**src/rtl/ps2_key_tracker.sv**
```systemverilog
`timescale 1ns/1ps
// PS/2 set-2 receiver that keeps a held-key bitmap for the eight game keys
// (W S A D J K L SPACE) from make/break codes, plus per-byte debug strobes.
module ps2_key_tracker #(
    parameter int TIMEOUT_CYCLES = 20000
) (
    input  logic       clk,
    input  logic       reset,
    input  logic       ps2_clk,
    input  logic       ps2_data,
    output logic [7:0] key,
    output logic [7:0] scan_code,
    output logic       code_valid,
    output logic       frame_err
);
    localparam int TW = $clog2(TIMEOUT_CYCLES + 1);

    typedef enum logic [1:0] {IDLE, DATA, PARITY, STOP} state_t;

    state_t        state, state_nx;
    logic          clk_s1, clk_s2, clk_prev, dat_s1, dat_s2;
    logic          fe, tmo_hit;
    logic [7:0]    shift, shift_nx;
    logic [2:0]    cnt, cnt_nx;
    logic          par, par_nx;
    logic          good_nx, err_nx;
    logic [TW-1:0] tmo;
    logic          brk, ext;

    // Sync flops reset to the idle-high bus level so reset release makes no edge
    always_ff @(posedge clk or posedge reset) begin
        if (reset) begin
            clk_s1   <= 1'b1;
            clk_s2   <= 1'b1;
            clk_prev <= 1'b1;
            dat_s1   <= 1'b1;
            dat_s2   <= 1'b1;
        end else begin
            clk_s1   <= ps2_clk;
            clk_s2   <= clk_s1;
            clk_prev <= clk_s2;
            dat_s1   <= ps2_data;
            dat_s2   <= dat_s1;
        end
    end

    assign fe      = clk_prev & ~clk_s2;
    assign tmo_hit = (state != IDLE) && (tmo == TW'(TIMEOUT_CYCLES - 1));

    always_ff @(posedge clk or posedge reset) begin
        if (reset) tmo <= '0;
        else if (fe || state == IDLE) tmo <= '0;
        else tmo <= tmo + TW'(1);
    end

    always_ff @(posedge clk or posedge reset) begin
        if (reset) begin
            state <= IDLE;
            shift <= 8'h00;
            cnt   <= 3'd0;
            par   <= 1'b0;
        end else begin
            state <= state_nx;
            shift <= shift_nx;
            cnt   <= cnt_nx;
            par   <= par_nx;
        end
    end

    // A falling edge always takes precedence over an expiring timeout
    always_comb begin
        state_nx = state;
        shift_nx = shift;
        cnt_nx   = cnt;
        par_nx   = par;
        good_nx  = 1'b0;
        err_nx   = 1'b0;
        if (fe) begin
            case (state)
                IDLE: if (!dat_s2) begin
                    state_nx = DATA;
                    cnt_nx   = 3'd0;
                end
                DATA: begin
                    shift_nx = {dat_s2, shift[7:1]};
                    cnt_nx   = cnt + 3'd1;
                    if (cnt == 3'd7) state_nx = PARITY;
                end
                PARITY: begin
                    par_nx   = dat_s2;
                    state_nx = STOP;
                end
                STOP: begin
                    if ((^{shift, par}) && dat_s2) good_nx = 1'b1;
                    else err_nx = 1'b1;
                    state_nx = IDLE;
                end
                default: state_nx = IDLE;
            endcase
        end else if (tmo_hit) begin
            err_nx   = 1'b1;
            state_nx = IDLE;
        end
    end

    always_ff @(posedge clk or posedge reset) begin
        if (reset) begin
            code_valid <= 1'b0;
            frame_err  <= 1'b0;
            scan_code  <= 8'h00;
        end else begin
            code_valid <= good_nx;
            frame_err  <= err_nx;
            if (good_nx) scan_code <= shift;
        end
    end

    // Decoder: prefixes arm flags, acks are transparent, 00/FF flush everything
    always_ff @(posedge clk or posedge reset) begin
        if (reset) begin
            key <= 8'h00;
            brk <= 1'b0;
            ext <= 1'b0;
        end else if (frame_err) begin
            brk <= 1'b0;
            ext <= 1'b0;
        end else if (code_valid) begin
            case (scan_code)
                8'hE0: ext <= 1'b1;
                8'hF0: brk <= 1'b1;
                8'hFA, 8'hAA, 8'hEE, 8'hFE: ;
                8'h00, 8'hFF: begin
                    key <= 8'h00;
                    brk <= 1'b0;
                    ext <= 1'b0;
                end
                default: begin
                    if (!ext) begin
                        case (scan_code)
                            8'h1D: key[7] <= ~brk;
                            8'h1B: key[6] <= ~brk;
                            8'h1C: key[5] <= ~brk;
                            8'h23: key[4] <= ~brk;
                            8'h3B: key[3] <= ~brk;
                            8'h42: key[2] <= ~brk;
                            8'h4B: key[1] <= ~brk;
                            8'h29: key[0] <= ~brk;
                            default: ;
                        endcase
                    end
                    brk <= 1'b0;
                    ext <= 1'b0;
                end
            endcase
        end
    end
endmodule

```
**config.mk**
```make
export PLATFORM = sky130hd
export DESIGN_NAME = ps2_key_tracker
export DESIGN_NICKNAME = d
export VERILOG_FILES = /design/src/rtl/ps2_key_tracker.sv
export SDC_FILE = /design/constraint.sdc
export NUM_CORES = 1
export LEC_CHECK = 0
export ABC_AREA = 1
export BUFFER_PORTS_ARGS = -buffer_cell sky130_fd_sc_hd__buf_4
export CAP_MARGIN = 40
export CORE_MARGIN = 3
export CORE_UTILIZATION = 50
export CTS_CLUSTER_DIAMETER = 40
export DETAILED_ROUTE_END_ITERATION = 6
export PLACE_DENSITY = 0.74
export SYNTH_ARGS = -nofsm -noshare
export SYNTH_HDL_FRONTEND = slang
export SYNTH_SLANG_ARGS = --single-unit
```
**constraint.sdc**
```tcl
create_clock -name clk -period 4.7 [get_ports clk]
set_input_delay 0.235 -clock clk [delete_from_list [all_inputs] [get_ports clk]]
set_output_delay 0.235 -clock clk [all_outputs]
set_load 0.03 [all_outputs]
```
==> impl_metrics.py <==
metrics = {
    "run_status": {
        "status": "completed",
    },
    "cts": {
        "cts_htree_levels": 2,
        "cts_root_buf": "clkbuf_8",
        "post_cts_buffers": 0,
        "cts_buffer_depth": 2,
        "numClockSinks": 54,
        "ctsResizeCount": 0,
        "cts_buffers": 5,
        "ctsHoldBuffers": 1,
        "clock_latency_ns": 0.30,
        "cts_tree": "built",
        "clkTransAtPathRegs_ns": 0.09,
    },
    "setup_path": {
        "cpMaxStageDelayCell": "nor2_1",
        "arrival_ns": 2.30,
        "crit_chain": "inv_1 -> nor2_2 -> inv_1 -> nor2_1 -> inv_1 -> nand2_1 -> o21ai_1",
        "critical_path_class": "reg -> reg",
        "endpoint_kind": "register",
        "path_max_fanout": 15,
        "startpoint_type": "register",
        "max_stage_delay_ns": 0.67,
        "cpMostUsedCell": "inv_1",
        "cp_data_required_time_ns": 4.89,
    },
    "die": {
        "fp.dieW_um": 82.3,
        "die_h_um": 82.3,
        "num_io_pins": 22,
        "num_rows": 27,
        "core_um2": 5570,
        "dieArea_um2": 6770,
        "start_util_pct": 52.2,
    },
    "route": {
        "first_pass_iters": 5,
        "wl_per_cell_um": 11.8,
        "ant_nets": 0,
        "post-route-drc-count": 0,
        "drt_iter0_drc": 114,
        "vias_per_cell": 5.13,
        "via_count": 2417,
        "wirelength_um": 5550,
    },
    "place": {
        "place_ws_ns": 2.65,
        "hpwl_um": 4210,
        "io_buffers": 21,
        "place.gp.congestion": 0.843,
        "placed_cells": 462,
    },
    "pwr": {
        "power_switching_mw": 0.354,
        "power_frac_seq_pct": 52.0,
        "intPower_mw": 0.691,
        "clkPwrFrac_pct": 24.2,
        "ir_drop_mv": 0.168,
        "comb_power_share_pct": 23.8,
        "power.density_nw_per_um2": 321,
        "p_leak_nw": 1.60,
        "swShare_pct": 33.9,
    },
    "sta": {
        "tightestPinTransition_ns": 0.861,
        "setup_slack_ns": 2.59,
        "fin_crit_sh_pct": 44.8,
        "finalMaxSlewViolations": 0,
        "grt_setup_unrepaired": "no",
        "relSlewSlack_pct": 42.4,
        "setup_viol": 0,
        "finClkSkew_ns": 0.0135,
        "finalHoldViolCount": 0,
        "min_period_ns": 2.11,
        "fin_setup_tns_ns": 0,
        "max_freq_ghz": 0.475,
    },
    "grt": {
        "antenna_found_initial": 0,
        "grt_pass1_vias": 2229,
        "grt-ovfl-total": 0,
        "grt_pass1_wl_um": 9680,
        "grt_use_total_pct": 18.2,
        "grt_max_degree": 40,
    },
    "run": {
        "maxCapViolCount": 0,
    },
    "logic_synthesis": {
        "netlist-cell-type-count": 33,
        "ys_seq_elements": 54,
        "syn_inst": 372,
        "syn_nets": 384,
        "yosys_warnings": 0,
        "seq_area_frac_synth_pct": 46.7,
        "syn_avg_cell_area_um2": 7.82,
        "synth_area_um2": 2910,
    },
    "cells_and_area": {
        "layout-drive-gt1-share_pct": 15.3,
        "area_growth_syn_to_layout_pct": 11.7,
        "final_cells": 471,
        "antenna_cells": 0,
        "post-route-util_pct": 58.3,
        "finalNetCount": 410,
    },
    "hold_path": {
        "hold_class": "in -> reg",
    },
}
==> cells by family after synthesis <==
group | count (synthesis) | share of synthesized area [%]
AND/OR/NAND/NOR | 220 | 34.4
AO/OA/AOI/OAI | 32 | 6.32
buffers and inverters | 50 | 6.75
XOR/XNOR | 8 | 2.41
adder cells (fa/ha/maj) | 8 | 3.44
flip-flops | 54 | 46.7
==> synth_stat cells <==
cell        n  area share, %
a21oi_1    11            1.9
nand3_4     1           0.60
nor3_1      7            1.2
nand2_2     6            1.3
nor3_4      1           0.56
dfrtp_1    49             42
o21bai_1    3           0.77
clkinv_1    1           0.13
inv_1      37            4.8
inv_2       8            1.0
nor4_1      5            1.1
xnor2_1     5            1.5
xor2_1      3           0.90
nand4_1    14            3.0
nor2_4      2           0.77
o21ai_0    10            1.7
nor2_1     37            4.8
nand3_1    20            3.4
nor2_2      6            1.3
o211ai_1    2           0.52
a32o_1      2           0.69
buf_2       1           0.17
ha_1        8            3.4
nand3_2     2           0.69
clkbuf_1    2           0.26
nand3b_1    1           0.26
dfstp_2     5            4.5
buf_6       1           0.39
nor3b_1     1           0.26
or2_1       1           0.22
a31oi_1     1           0.22
o21ai_1     3           0.52
nand2_1   116             15
==> path summary, 6_finish.rpt <==
path / start / end / depth (start not counted) / slack [ns]
setup / recovery: clk_prev / shift[6] / 7 / 2.59
hold / removal: ps2_data / dat_s1 / 1 / 0.04
setup reg to reg: clk_prev / shift[6] / 7 / 2.59
hold reg to reg: dat_s1 / dat_s2 / 0 / 0.36
max in group asynchronous: reset / dat_s1 / 4 / 3.67
min in group asynchronous: reset / tmo[4] / 3 / 0.45
==> layout make-up <==
type | count | area, um2
repair buffers | 23 | 188
well taps | 72 | 90.1
flip-flops and latches | 54 | 1360
inverters | 46 | 173
fillers | 518 | 2320
clock buffers | 6 | 72.6
clock inverters | 2 | 13.8
multi-input cells | 268 | 1360
==> power by group through the flow <==
| stage | clock, mW | combinational [mW] | sequential, mW |
|---|---|---|---|
| final | 0.253 | 0.249 | 0.543 |
| after global routing | 0.283 | 0.294 | 0.551 |
| after CTS | 0.270 | 0.251 | 0.542 |
| after detailed placement | 0 | 0.250 | 0.552 |
| after global placement | 0 | 0.236 | 0.550 |
| after floorplan | 0 | 0.199 | 0.543 |
==> stage by stage <==
| step | hold WS, ns | total power [mW] | cell area (um2) |
|---|---|---|---|
| 3_5_place_dp | 0.235 | 0.801 | 3150 |
| 5_1_grt | 0.0128 | 1.13 | 3250 |
| 2_1_floorplan | 0.239 | 0.742 | 2910 |
| 3_3_place_gp | 0.344 | 0.786 | 3130 |
| 6_report | 0.0392 | 1.04 | 3250 |
| 4_1_cts | 0.0217 | 1.06 | 3250 |
==> worst max-delay path: cells and delay by family (launching register included) <==
family,cells,cell delay [ns]
buffers and inverters,3,0.41
and+or+nand+nor,3,1.00
AOI/OAI and AO/OA,1,0.06
DFF,1,0.53
==> routing by layer <==
metal / part of all wire (%) / track usage [%] / up-vias
met2: 48 / 31.3 / 40
li1: - / - / 1247
met1: 48 / 23.0 / 1126
met4: 0.32 / 5.32 / 0
met3: 3.6 / 3.58 / 4
met5: 0 / 0 / -
==> placed cells by master, fill, tap and decap left out, drive strengths merged <==
cell type    netlist  layout
a21oi             11      11
a31oi              1       1
a32o               2       2
buf                2      22
clkbuf             2       6
clkinv             1       3
dfrtp             49      49
dfstp              5       5
dlygate4sd3        0       1
ha                 8       8
inv               45      45
nand2            122     122
nand3             23      23
nand3b             1       1
nand4             14      14
nor2              45      45
nor3               8       8
nor3b              1       1
nor4               5       5
o211ai             2       2
o21ai             13      13
o21bai             3       3
or2                1       1
xnor2              5       5
xor2               3       3
==> flip-flops by register name (all words and copies together), names as in the netlist <==
signal,flops
tmo,15
key,8
scan_code,8
shift,8
cnt,3
state,2
brk,1
clk_prev,1
clk_s1,1
clk_s2,1
code_valid,1
dat_s1,1
dat_s2,1
ext,1
frame_err,1
par,1
(Power assumes the default switching activity.)
